File: config.mk
export PLATFORM = sky130hd
export DESIGN_NAME = des_perm_pipe
export DESIGN_NICKNAME = d
export VERILOG_FILES = /design/src/rtl/des_pkg.sv /design/src/rtl/des_perm_lane.sv /design/src/rtl/des_perm_pipe.sv
export SDC_FILE = /design/constraint.sdc
export NUM_CORES = 1
export LEC_CHECK = 0
export BUFFER_PORTS_ARGS = -buffer_cell sky130_fd_sc_hd__buf_2
export CORE_AREA = 5 5 136 138
export CTS_BUF_LIST = sky130_fd_sc_hd__clkbuf_4 sky130_fd_sc_hd__clkbuf_8 sky130_fd_sc_hd__clkbuf_16
export DETAILED_ROUTE_END_ITERATION = 6
export DIE_AREA = 0 0 141 143
export PLACE_DENSITY = 0.67
export SLEW_MARGIN = 40
export SYNTH_ARGS = -nofsm -noshare
export SYNTH_HDL_FRONTEND = slang
export SYNTH_HIERARCHICAL = 1
export SYNTH_SLANG_ARGS = --single-unit
File: constraint.sdc
create_clock -name clk -period 3.5 [get_ports clk]
set_input_delay 0 -clock clk [delete_from_list [all_inputs] [get_ports clk]]
set_output_delay 0 -clock clk [all_outputs]
set_load 0.005 [all_outputs]
File: src/rtl/des_pkg.sv
// DES permutation tables and the shared bit-permutation helper.
// Tables use FIPS 46-3 numbering: DES bit n is vector bit [64-n], so DES bit 1 is the MSB.
package des_pkg;

    typedef logic [63:0] des_blk_t;

    localparam int DES_IP [1:64] = '{
        58, 50, 42, 34, 26, 18, 10,  2,
        60, 52, 44, 36, 28, 20, 12,  4,
        62, 54, 46, 38, 30, 22, 14,  6,
        64, 56, 48, 40, 32, 24, 16,  8,
        57, 49, 41, 33, 25, 17,  9,  1,
        59, 51, 43, 35, 27, 19, 11,  3,
        61, 53, 45, 37, 29, 21, 13,  5,
        63, 55, 47, 39, 31, 23, 15,  7
    };

    localparam int DES_FP [1:64] = '{
        40,  8, 48, 16, 56, 24, 64, 32,
        39,  7, 47, 15, 55, 23, 63, 31,
        38,  6, 46, 14, 54, 22, 62, 30,
        37,  5, 45, 13, 53, 21, 61, 29,
        36,  4, 44, 12, 52, 20, 60, 28,
        35,  3, 43, 11, 51, 19, 59, 27,
        34,  2, 42, 10, 50, 18, 58, 26,
        33,  1, 41,  9, 49, 17, 57, 25
    };

    // mode=0 applies IP, mode=1 applies IP^-1; output DES bit i = input DES bit TABLE[i].
    function automatic des_blk_t des_permute(input des_blk_t blk, input logic mode);
        des_blk_t   res;
        int         src;
        logic [5:0] w_dst;
        logic [5:0] w_src;
        res = '0;
        for (int i = 1; i <= 64; i++) begin
            src      = mode ? DES_FP[i] : DES_IP[i];
            w_dst    = 6'(64 - i);
            w_src    = 6'(64 - src);
            res[w_dst] = blk[w_src];
        end
        return res;
    endfunction

endpackage

File: src/rtl/des_perm_lane.sv
// One combinational 64-bit DES permutation lane, IP or IP^-1 selected by i_mode.
module des_perm_lane
    import des_pkg::*;
(
    input  logic     i_mode,
    input  des_blk_t i_blk,
    output des_blk_t o_blk
);

    assign o_blk = des_permute(i_blk, i_mode);

endmodule

File: src/rtl/des_perm_pipe.sv
// Pipelined DES IP / IP^-1 engine over LANES blocks per beat, with tag sideband,
// valid/ready flow control on both ends and a wrapping completed-beat counter.
module des_perm_pipe
    import des_pkg::*;
#(
    parameter int LANES       = 1,
    parameter int PIPE_STAGES = 2,
    parameter int TAG_W       = 4,
    parameter int CNT_W       = 16
) (
    input  logic                  clk,
    input  logic                  rst,
    input  logic                  in_valid,
    output logic                  in_ready,
    input  logic                  in_mode,
    input  logic [TAG_W-1:0]      in_tag,
    input  logic [64*LANES-1:0]   in_data,
    output logic                  out_valid,
    input  logic                  out_ready,
    output logic                  out_mode,
    output logic [TAG_W-1:0]      out_tag,
    output logic [64*LANES-1:0]   out_data,
    output logic [CNT_W-1:0]      beat_cnt
);

    localparam int DW = 64 * LANES;

    logic [DW-1:0]    w_perm;
    logic             r_v    [PIPE_STAGES];
    logic             r_mode [PIPE_STAGES];
    logic [TAG_W-1:0] r_tag  [PIPE_STAGES];
    logic [DW-1:0]    r_data [PIPE_STAGES];
    logic             w_adv  [PIPE_STAGES];
    logic             w_load [PIPE_STAGES];
    logic [CNT_W-1:0] r_cnt;
    logic             w_in_fire;
    logic             w_out_fire;

    genvar k;
    generate
        for (k = 0; k < LANES; k++) begin : g_lane
            des_perm_lane u_lane (
                .i_mode (in_mode),
                .i_blk  (in_data[64*k +: 64]),
                .o_blk  (w_perm[64*k +: 64])
            );
        end
    endgenerate

    // A stage advances when it holds a beat and its successor can load; it loads
    // when empty or advancing, so bubbles collapse regardless of out_ready.
    genvar s;
    generate
        for (s = 0; s < PIPE_STAGES; s++) begin : g_ctl
            if (s == PIPE_STAGES - 1) begin : g_last
                assign w_adv[s] = r_v[s] & out_ready;
            end else begin : g_mid
                assign w_adv[s] = r_v[s] & w_load[s+1];
            end
            assign w_load[s] = ~r_v[s] | w_adv[s];
        end
    endgenerate

    // Handshake: a beat moves on valid & ready; out_* hold while out_valid & !out_ready.
    assign in_ready   = ~rst & w_load[0];
    assign w_in_fire  = in_valid & in_ready;
    assign w_out_fire = w_adv[PIPE_STAGES-1] & ~rst;

    always_ff @(posedge clk) begin
        if (rst) begin
            for (int i = 0; i < PIPE_STAGES; i++) begin
                r_v[i]    <= 1'b0;
                r_mode[i] <= 1'b0;
                r_tag[i]  <= '0;
                r_data[i] <= '0;
            end
            r_cnt <= '0;
        end else begin
            if (w_load[0]) begin
                r_v[0] <= w_in_fire;
            end
            if (w_in_fire) begin
                r_mode[0] <= in_mode;
                r_tag[0]  <= in_tag;
                r_data[0] <= w_perm;
            end
            for (int i = 1; i < PIPE_STAGES; i++) begin
                if (w_load[i]) begin
                    r_v[i] <= r_v[i-1];
                    if (r_v[i-1]) begin
                        r_mode[i] <= r_mode[i-1];
                        r_tag[i]  <= r_tag[i-1];
                        r_data[i] <= r_data[i-1];
                    end
                end
            end
            if (w_out_fire) begin
                r_cnt <= r_cnt + CNT_W'(1);
            end
        end
    end

    assign out_valid = r_v[PIPE_STAGES-1];
    assign out_mode  = r_mode[PIPE_STAGES-1];
    assign out_tag   = r_tag[PIPE_STAGES-1];
    assign out_data  = r_data[PIPE_STAGES-1];
    assign beat_cnt  = r_cnt;

endmodule
Word level (Yosys, flattened, before mapping). Memories as Yosys holds them, arrays and structs flattened. Cells that the tools add are included.

$add $sub $neg: 61. Multiply operators: 0. Div/mod/pow operators: 0. Order comparisons: 60. Eq/ne operators: 0. Shifts and indexed selects: 0. Mux-type cells: 203. Bitwise operators: 18. Reductions and logical operators: 0.

Operators with widths (number): $lt A6 B7 Y1 const B (60); $bmux W1 S6 (60); $sub A1 B6 Y6 const A (58); $mux W6 (32); $mux W64 (2); $mux W5 (17); $mux W1 (79); $mux W4 (5); $mux W3 (6); $add A16 B1 Y16 const B (1); $sub A1 B5 Y6 const A (2); $or A1 B1 Y1 (10); $and A1 B1 Y1 (5); $mux W2 (2); $not A1 Y1 (3).

Flip-flop bits (word level): 16. Bits in latches: 0. Bits in writable memories: 140. Bits in read-only memories: 0. Input port bits: 73. Output and inout port bits: 87. Logic and storage cells: 347. Memories kept: 4.

Memory list: r_data (depth 2, bits a word 64, rd ports 2, clocked after memory_dff 0, write ports 2, RTL line des_perm_pipe.sv:32) `logic [DW-1:0] r_data [PIPE_STAGES];`; r_tag (depth 2, bits a word 4, rd ports 2, clocked after memory_dff 0, write ports 2, RTL line des_perm_pipe.sv:31) `logic [TAG_W-1:0] r_tag [PIPE_STAGES];`; r_mode (depth 2, bits a word 1, rd ports 2, clocked after memory_dff 0, write ports 2, RTL line des_perm_pipe.sv:30) `logic r_mode [PIPE_STAGES];`; r_v (depth 2, bits a word 1, rd ports 2, clocked after memory_dff 0, write ports 2, RTL line des_perm_pipe.sv:29) `logic r_v [PIPE_STAGES];`.

Depth between registers and ports, before layout. Gate-level depths: netlist (run 1). An unclocked memory read counts as a cell.

Word-level depth: 11. Mapped depth: 6. Mapped depth without buffers: 5.

Cells and area by module. The synthesis (run 1) kept the hierarchy.

Modules (own cells, without submodules): des_perm_pipe (instances 1, cells an instance 459, area an instance 6449.9 µm², sequential area each 4524.3 µm²); des_perm_lane (instances 1, cells an instance 71, area an instance 1062.3 µm², sequential area each 0.0 µm²).

Worst setup path before layout (run 1). Ideal clock, no wire load.

Path kind: flip-flop to flip-flop. Start point: memory r_v[1][0] (netlist: r_v[0][1]). End point: memory r_data[0][0] (netlist bit) (enable). Setup time: 0.438 ns. Data arrival time: 2.462 ns. Data required time: 3.062 ns. Slack: 0.600 ns. Stages on the path, launching flop included: 3. Buffers on the path: 0. Clock period less this slack: 2.900 ns. Cell sequence: edfxtp_1 a311o_1 nand2b_1.

RTL lines (RTL line): start: declaration (des_perm_pipe.sv:29); end: declaration (des_perm_pipe.sv:32).

==> results of run 1 <==
==> stage by stage <==
| step | area, um2 | utilization | setup slack (ps) | hold slack, ps | instances |
|---|---|---|---|---|---|
| 6_report | 9260 | 0.543 | 1430 | 23.2 | 925 |
| 5_1_grt | 9260 | 0.543 | 1290 | 13.4 | 925 |
| 4_1_cts | 9260 | 0.543 | 1400 | 1.74 | 925 |
| 3_5_place_dp | 7940 | 0.466 | 1420 | 282 | 821 |
| 3_3_place_gp | 7880 | 0.462 | 1130 | 279 | 818 |
| 2_1_floorplan | 7510 | - | 600 | 116 | 530 |
==> metal layers <==
metal,vias up,GRT usage,part of all wire
met1,1969,0.145,0.39
met4,0,0.0699,0.031
met5,-,0,0
met2,105,0.238,0.53
met3,29,0.0332,0.049
li1,2080,-,-
==> layout by cell type (no fill, tap or decap) <==
| master | Yosys | routed |
|---|---|---|
| clkinv_2 | 0 | 1 |
| inv_1 | 5 | 5 |
| or2b_1 | 2 | 2 |
| buf_8 | 0 | 1 |
| buf_12 | 6 | 3 |
| clkinvlp_4 | 0 | 1 |
| inv_2 | 1 | 1 |
| or3_2 | 1 | 1 |
| o21ai_4 | 0 | 1 |
| inv_8 | 0 | 3 |
| nor2_1 | 11 | 11 |
| nand3_1 | 5 | 5 |
| o21ai_0 | 7 | 7 |
| buf_2 | 2 | 158 |
| nand4_1 | 1 | 1 |
| nand3_2 | 1 | 1 |
| a311o_1 | 1 | 1 |
| a31oi_1 | 1 | 1 |
| dlygate4sd3_1 | 0 | 72 |
| ha_1 | 1 | 1 |
| or3_1 | 6 | 6 |
| nor4_1 | 3 | 3 |
| dfxtp_1 | 16 | 16 |
| or3_4 | 2 | 2 |
| nand2_1 | 8 | 8 |
| edfxtp_1 | 140 | 140 |
| buf_6 | 1 | 1 |
| nand2b_4 | 0 | 2 |
| mux2_4 | 60 | 60 |
| xnor2_1 | 7 | 7 |
| xor2_1 | 1 | 1 |
| inv_6 | 0 | 6 |
| and4_1 | 2 | 2 |
| and2_1 | 138 | 138 |
| nand4_2 | 1 | 1 |
| bufinv_16 | 0 | 2 |
| nor4b_1 | 1 | 1 |
| a21oi_1 | 8 | 8 |
| clkinv_4 | 0 | 2 |
| clkbuf_16 | 0 | 17 |
==> cell families after synthesis <==
family	synth area share
AND/OR/NAND/NOR	0.150
buffers and inverters	0.104
adder cells (fa/ha/maj)	0.00167
multiplexers	0.120
flip-flops	0.602
AO/OA/AOI/OAI	0.0128
XOR/XNOR	0.00933
==> repair_timing <==
item / 4_1_cts / 5_1_grt
hold endpoints to repair: 59 / 0
hold buffers: 72 / 0
resized for setup: 0 / 0
==> critical path: cells and delay by family (launching register included) <==
kind	cells	cell delay, ps
AND/OR/NAND/NOR	3	570
flip-flops	1	510
AO/OA/AOI/OAI	1	510
buffers and inverters	1	300
==> flip-flops by register name, indices dropped and copies added, names as in the netlist <==
| register | count |
|---|---|
| r_data | 128 |
| beat_cnt | 16 |
| r_tag | 8 |
| r_mode | 2 |
| r_v | 2 |
==> power by group through the flow <==
stage,logic (mW),clock network (mW),registers (mW)
after floorplan,0.345,0,2.26
after global placement,0.397,0,2.27
after detailed placement,0.418,0,2.27
after CTS,0.490,1.91,2.23
after global routing,0.527,1.99,2.24
final,0.480,1.87,2.23
==> layout make-up <==
type / count / area, um2 / share of cell area
Clock buffer: 17 / 425 / 0.0459
Clock inverter: 15 / 176 / 0.0190
Inverter: 6 / 22.5 / 0.00243
Multi-Input combinational cell: 271 / 2230 / 0.241
Sequential cell: 156 / 4520 / 0.488
Tap cell: 225 / 282 / 0.0304
Timing Repair Buffer: 235 / 1600 / 0.172
==> how the worst max path moves through the flow <==
stage / startpoint / end / cells past startpoint / slack, ps
after CTS: r_v[0][1]$_SDFFCE_PN0P_ / r_data[0][102]$_SDFFCE_PN0P_ / 5 / 1400
final: r_v[0][1]$_SDFFCE_PN0P_ / r_data[0][53]$_SDFFCE_PN0P_ / 5 / 1430
after global placement: r_v[0][1]$_SDFFCE_PN0P_ / r_mode[0][0]$_SDFFCE_PN0P_ / 5 / 1130
after global routing: r_v[0][1]$_SDFFCE_PN0P_ / r_data[0][64]$_SDFFCE_PN0P_ / 5 / 1290
after floorplan: r_v[0][1]$_SDFFCE_PN0P_ / r_data[0][0]$_SDFFCE_PN0P_ / 2 / 600
after detailed placement: r_v[0][1]$_SDFFCE_PN0P_ / r_data[0][102]$_SDFFCE_PN0P_ / 5 / 1420
==> results.json, run 1 <==
{
  "status": "finished, final reports clean",
  "p_clk_frac": 0.408,
  "cts_buffer_depth": 2,
  "seq_power_share": 0.487,
  "fmax_mhz": 483,
  "yosys_register_bits": 156,
  "r2r_cells": 5,
  "max_slew.worst_pin.slew_ps": 774,
  "synthTopCellsByArea": "edfxtp_1, mux2_4, and2_1",
  "p_int_mw": 3.55,
  "routed_wl_um": 13200,
  "cts_tree": "done",
  "slew_viol_final": 0,
  "die_w_um": 141,
  "io_pins": 160,
  "hp-start": "in_data[28]",
  "antenna_cells": 0,
  "cts_buffers": 17,
  "min_period_ps": 2070,
  "grt-ovfl-total": 0,
  "num_vias": 4183,
  "synth_edf_count": 140,
  "grt_pass1_vias": 4294,
  "min_path_cells": 3,
  "rsz0062_at_grt": "false",
  "insertion_delay_ps": 410,
  "yosys.area.top_type": "edfxtp_1",
  "htree_num_levels": 4,
  "setup.worst_path.class": "reg2reg",
  "place_congestion": 0.836,
  "synth_cell_types": 34,
  "skew_ps": 6.68,
  "rrSetupSlack_ps": 1430,
  "hold_viol_final": 0,
  "swShare": 0.223,
  "ant_nets": 0,
  "grt_max_degree": 81,
  "r2r-start": "r_v[0][1]$_SDFFCE_PN0P_",
  "clock-sinks": 156,
  "root_buffer": "clkbuf_16",
  "fin_nets": 761,
  "port_buffers": 159,
  "netlist_area_um2": 7510,
  "yosysTopAreaCellShare": 0.560,
  "crit_required_ps": 3780,
  "antenna_found_initial": 0,
  "wl_per_cell_um": 14.3,
  "drt-initial-drc-count": 185,
  "yosysWarnings": 6,
  "dieHeight_um": 143,
  "ys.flop_type": "edfxtp_1",
  "cellPowerDensity_nw_per_um2": 494,
  "leakage_nw": 3.95,
  "grt_pass1_wl_um": 21100,
  "power.switching_mw": 1.02,
  "cp_max_fo": 80,
  "num_rows": 48,
  "synth.most_common_cell": "edfxtp_1",
  "async_reset_ff_frac": 0,
  "post_cts_buffers": 0,
  "critPathMaxStageDelay_ps": 510,
  "start_kind": "register",
  "viasPerCell": 4.52,
  "avgSynthCellArea_um2": 14.2,
  "setup_tns_ps": 0,
  "synthToLayoutAreaGrowth_pct": 23.3,
  "syn_nets": 604,
  "irDropWorstVdd_mv": 0.314,
  "slowest_stage": "edfxtp_1",
  "grt.total_usage": 0.133,
  "arrival_ps": 2350,
  "hold-path-endpoint": "r_data[0][52]$_SDFFCE_PN0P_",
  "ys_seq_area_frac": 0.602,
  "route.detailed.drc": 0,
  "die_area_um2": 20200,
  "synth_common_cells": "edfxtp_1, and2_1, buf_4",
  "start_util": 0.440,
  "finalCritPeriodShare": 0.591,
  "maxCapViolations": 0,
  "power_mw": 4.57,
  "maxSlewHeadroom": 0.484,
  "syn_inst": 530,
  "core_um2": 17100,
  "cp-end-kind": "register",
  "drive_gt1_frac": 0.377,
  "clk_pin_slew_ps": 60,
  "first_pass_iters": 4,
  "share_comb_of_total_power": 0.105,
  "min_path_type": "in2reg",
  "hpwl_um": 8950,
  "setup_viol": 0,
  "fill_cells": 1411,
  "worstPathCellList": "or2b_1 > nand2_1 > o21ai_4 > buf_12 > and2_1",
  "r2r_end": "r_data[0][53]$_SDFFCE_PN0P_"
}
Power figures use the tool's default switching activity.
==> inputs of run 2 (changes only) <==
- ABC_AREA: unset -> 1
- CORE_AREA: 5 5 136 138 -> 5 5 137 139
- DIE_AREA: 0 0 141 143 -> 0 0 142 144
- clock period: 3.5 -> 2.06 ns (I/O delays scaled with it)
==> results.json, run 2 <==
{
  "clock-sinks": 156,
  "start_kind": "register",
  "num_vias": 5382,
  "wl_per_cell_um": 13.7,
  "hold_viol_final": 0,
  "yosysWarnings": 6,
  "dp_cells": 1136,
  "cts_tree": "done",
  "grt.total_usage": 0.164,
  "cellPowerDensity_nw_per_um2": 852,
  "insertion_delay_ps": 410,
  "clk_pin_slew_ps": 60,
  "hpwl_um": 11400,
  "min_path_cells": 5,
  "ant_nets": 0,
  "largest_reg_flops": 128,
  "num_rows": 49,
  "first_pass_iters": 5,
  "grt_pass1_vias": 5093,
  "drive_gt1_frac": 0.222,
  "yosysTopAreaCellShare": 0.549,
  "maxCapViolations": 0,
  "synth_common_cells": "nand2_1, nor2_1, inv_1",
  "min_path_type": "in2reg",
  "grt_pass1_wl_um": 25900,
  "regMostFlops": "r_data",
  "synthTopCellsByArea": "edfxtp_1, nand2_1, buf_4",
  "async_reset_ff_frac": 0,
  "finalCritPeriodShare": 0.822,
  "route.detailed.drc": 0,
  "ys.flop_type": "edfxtp_1",
  "core_um2": 17500,
  "maxSlewHeadroom": 0.711,
  "viasPerCell": 4.44,
  "cp-end-kind": "register",
  "dieHeight_um": 144,
  "setup_viol": 0,
  "r2r-start": "r_v[0][1]$_SDFFCE_PN0P_",
  "netlist_area_um2": 7660,
  "rrSetupSlack_ps": 370,
  "ys_seq_area_frac": 0.591,
  "port_buffers": 159,
  "cts_hold_buf": 42,
  "cts_buffer_depth": 2,
  "hold-path-endpoint": "r_data[0][31]$_SDFFCE_PN0P_",
  "r2r_cells": 8,
  "setup_tns_ps": 0,
  "max_slew.worst_pin.slew_ps": 434,
  "syn_inst": 840,
  "io_pins": 160,
  "grt-ovfl-total": 0,
  "final_cells": 1211,
  "cp_max_fo": 53,
  "htree_num_levels": 4,
  "die_w_um": 142,
  "routed_wl_um": 16600,
  "leakage_nw": 4.43,
  "skew_ps": 5.70,
  "cts_resized": 0,
  "antenna_found_initial": 6,
  "synth.most_common_cell": "nand2_1",
  "grt_max_degree": 61,
  "place_congestion": 0.843,
  "root_buffer": "clkbuf_16",
  "yosys.area.top_type": "edfxtp_1",
  "die_area_um2": 20400,
  "start_util": 0.437,
  "cts_buffers": 17,
  "rsz0062_at_grt": "false",
  "status": "finished, final reports clean",
  "synth_cell_types": 26,
  "slew_viol_final": 0,
  "irDropWorstVdd_mv": 0.683,
  "post_cts_buffers": 0,
  "synth_edf_count": 140,
  "setup.worst_path.class": "reg2reg",
  "drt-initial-drc-count": 281,
  "fmax_mhz": 591,
  "layout_commonest_cell": "nand2_1",
  "hp-start": "in_data[7]",
  "fill_cells": 1583,
  "fin_nets": 1042,
  "synthToLayoutAreaGrowth_pct": 18.6,
  "avgSynthCellArea_um2": 9.12,
  "arrival_ps": 1850,
  "crit_required_ps": 2220,
  "r2r_end": "r_data[0][13]$_SDFFCE_PN0P_",
  "syn_nets": 914,
  "yosys_register_bits": 156,
  "final_cell_mix": "nand2_1, buf_2, nor2_1",
  "min_period_ps": 1690
}
## run 2: changes by cell type in the layout (fill, tap and decap cells not counted), moves of 6 or more
cell,before,now
mux2_4,60,0
xnor2_1,7,0
nand3_1,5,14
inv_1,5,151
and2_1,138,0
nor2_2,0,11
nand2_1,8,217
dlygate4sd3_1,72,42
or3_1,6,0
nor2_1,11,158
## run 2: cells by family (layout without fill, tap and decap cells)
logic type / Yosys count / after routing / synth area share
compound gates: 14 / 14 / 0.00980
flops: 156 / 156 / 0.591
other cells: 0 / 2 / 0
fa+ha+maj: 1 / 1 / 0.00163
buf+inv: 258 / 398 / 0.187
xor+xnor: 1 / 1 / 0.00114
simple gates: 410 / 410 / 0.210
## run 2: cell type report
class | count | area, um2 | area share
diodes | 2 | 5.00 | 0.000551
clock buffers | 19 | 440 | 0.0485
clock inverters | 12 | 121 | 0.0134
inverters | 156 | 593 | 0.0653
multi-input cells | 426 | 1720 | 0.189
flip-flops and latches | 156 | 4520 | 0.498
well taps | 229 | 287 | 0.0315
repair buffers | 211 | 1390 | 0.153
## run 2: layer usage
layer | GRT usage | vias to the layer above | share of wire
li1 | - | 2724 | -
met1 | 0.207 | 2474 | 0.43
met2 | 0.267 | 154 | 0.48
met3 | 0.0562 | 20 | 0.072
met4 | 0.0500 | 10 | 0.011
met5 | 0 | - | 0.0046
## run 2: how the worst max path moves through the flow
stage                                  from                           end  slack [ps]  cells past startpoint
floorplan           r_v[0][1]$_SDFFCE_PN0P_    r_data[0][0]$_SDFFCE_PN0P_          60                      5
global placement    r_v[0][1]$_SDFFCE_PN0P_   r_data[0][14]$_SDFFCE_PN0P_         430                      8
detailed placement  r_v[0][1]$_SDFFCE_PN0P_    r_mode[0][1]$_SDFFCE_PN0P_         370                      8
CTS                 r_v[0][1]$_SDFFCE_PN0P_  r_data[0][118]$_SDFFCE_PN0P_         360                      8
global route        r_v[0][1]$_SDFFCE_PN0P_  r_data[0][118]$_SDFFCE_PN0P_         190                      8
finish              r_v[0][1]$_SDFFCE_PN0P_   r_data[0][13]$_SDFFCE_PN0P_         370                      8
## run 2: where the power goes
group / total, mW / internal [mW] / switching (mW)
Combinational: 0.877 / 0.363 / 0.514
Sequential: 3.85 / 3.76 / 0.0877
Clock: 3.01 / 1.80 / 1.22
Total: 7.74 / 5.92 / 1.82
## run 2: metrics by stage
step                utilization  cell area (um2)  power [mW]  setup WS, ps  hold slack, ps
global route              0.518             9080        8.07           191            23.3
detailed placement        0.462             8100        4.73           370             311
global placement          0.462             8100        4.71           434             293
floorplan                     -             7670        4.54          58.7             179
CTS                       0.518             9080        7.82           356           0.156
finish                    0.518             9080        7.74           368            13.7
## run 2: critical path: stages, from the launching register on
cell and delay (ps):
edfxtp_1 440, nand3_1 100, nand2_1 90, inv_2 40
nand2_2 90, inv_2 60, nor2_4 220, buf_12 290
nor2_1 80
==> inputs of run 3 (changes only) <==
- clock period: 2.06 -> 1.8 ns (I/O delays scaled with it)
==> results.json, run 3 (synthesized netlist as in run 2, its figures left out) <==
{
  "status": "finished, final reports clean",
  "root_buffer": "clkbuf_16",
  "largest_reg_flops": 128,
  "start_kind": "register",
  "crit_required_ps": 1970,
  "cp-end-kind": "register",
  "slew_viol_final": 0,
  "cp_max_fo": 35,
  "cts_buffer_depth": 2,
  "drt-initial-drc-count": 313,
  "leakage_nw": 4.48,
  "finalCritPeriodShare": 0.931,
  "seqCellArea_um2": 4520,
  "skew_ps": 8.98,
  "dieHeight_um": 144,
  "clk_pin_slew_ps": 60,
  "maxCapViolations": 0,
  "setup_viol": 0,
  "wl_per_cell_um": 13.5,
  "port_buffers": 159,
  "num_vias": 5369,
  "irDropWorstVdd_mv": 0.666,
  "fmax_mhz": 597,
  "maxSlewHeadroom": 0.717,
  "start_util": 0.437,
  "first_pass_iters": 5,
  "power_mw": 9.00,
  "ant_nets": 0,
  "routed_wl_um": 16400,
  "grt.total_usage": 0.162,
  "regMostFlops": "r_data",
  "multi_input_area_um2": 1720,
  "viasPerCell": 4.40,
  "grt_max_degree": 70,
  "arrival_ps": 1840,
  "max_slew.worst_pin.slew_ps": 424,
  "fin_nets": 1052,
  "route.detailed.drc": 0,
  "min_path_type": "in2reg",
  "antenna_found_initial": 5,
  "cts_buffers": 17,
  "cellPowerDensity_nw_per_um2": 980,
  "grt_pass1_vias": 5046,
  "critPathMaxStageDelay_ps": 440,
  "cts_tree": "done",
  "final_cell_mix": "nand2_1, buf_2, nor2_1",
  "rsz0062_at_grt": "false",
  "grt_pass1_wl_um": 25700,
  "hpwl_um": 11700,
  "grt-ovfl-total": 0,
  "slowest_stage": "edfxtp_1",
  "die_area_um2": 20400,
  "min_period_ps": 1680,
  "layout_commonest_cell": "nand2_1",
  "place_congestion": 0.813,
  "clock-sinks": 156,
  "num_rows": 49,
  "drive_gt1_frac": 0.223,
  "worstPathCellList": "nand3_1 > nand2_1 > inv_2 > nand2_2 > inv_2 > nor2_4 > buf_12 > buf_12 > nor2_1",
  "setup_tns_ps": 0,
  "htree_num_levels": 4,
  "core_um2": 17500,
  "insertion_delay_ps": 420,
  "synthToLayoutAreaGrowth_pct": 20.0,
  "hold_viol_final": 0,
  "setup.worst_path.class": "reg2reg",
  "fill_cells": 1630,
  "io_pins": 160,
  "die_w_um": 142
}
## run 3: cell count changes in the layout (fill, tap and decap cells not counted), sizes merged
cell and delta:
buf +5, dlygate4sd3 +5, bufinv +1, clkbuf -1
## run 3: metrics by stage
stage | cells | util | worst slack [ps] | hold WS, ps | area (um2)
6_report | 1221 | 0.524 | 125 | 9.28 | 9190
5_1_grt | 1221 | 0.524 | 5.78 | 23.9 | 9190
4_1_cts | 1219 | 0.524 | 120 | 1.23 | 9190
3_5_place_dp | 1141 | 0.464 | 123 | 311 | 8130
3_3_place_gp | 1141 | 0.464 | 183 | 295 | 8130
2_1_floorplan | 840 | - | 151 | 179 | 7680
## run 3: power breakdown
part | total, mW | internal, mW | switching [mW]
combinational | 1.03 | 0.436 | 0.593
sequential | 4.40 | 4.30 | 0.0958
clock | 3.57 | 2.17 | 1.40
total | 9.00 | 6.91 | 2.09
## run 3: worst paths after layout
check / startpoint / endpoint / slack (ps) / depth (start not counted)
worst min-delay path: in_data[30] / r_data[0][60]$_SDFFCE_PN0P_ / 9 / 5
worst max-delay path: r_v[0][1]$_SDFFCE_PN0P_ / r_data[0][34]$_SDFFCE_PN0P_ / 120 / 9
worst min register to register: beat_cnt[4]$_SDFFE_PP0P_ / beat_cnt[4]$_SDFFE_PP0P_ / 510 / 1
worst max register to register: r_v[0][1]$_SDFFCE_PN0P_ / r_data[0][34]$_SDFFCE_PN0P_ / 120 / 9
## run 3: layer usage
metal,track usage,vias up,wire [um]
met4,0.0444,6,192
li1,-,2737,-
met1,0.209,2442,6990
met3,0.0572,21,1250
met2,0.262,163,7950
met5,0,-,54
## run 3: critical path: cells and delay by family (launching register included)
kind,cells,cell delay (ps)
flip-flops,1,440
AND/OR/NAND/NOR,5,440
buffers and inverters,4,510
## run 3: area by class of cell
type | instances | share of cell area
Tap cell | 229 | 0.0312
Clock inverter | 13 | 0.0162
Inverter | 156 | 0.0645
Clock buffer | 18 | 0.0471
Sequential cell | 156 | 0.492
Antenna cell | 2 | 0.000545
Multi-Input combinational cell | 426 | 0.187
Timing Repair Buffer | 221 | 0.161
## run 3: timing repair
| action | CTS | global route |
|---|---|---|
| endpoints found under the setup margin | 0 | 0 |
| endpoints found under the hold margin | 39 | 0 |
| hold buffers | 47 | 0 |
| buffers inserted | 0 | 0 |
| resized for setup | 0 | 0 |
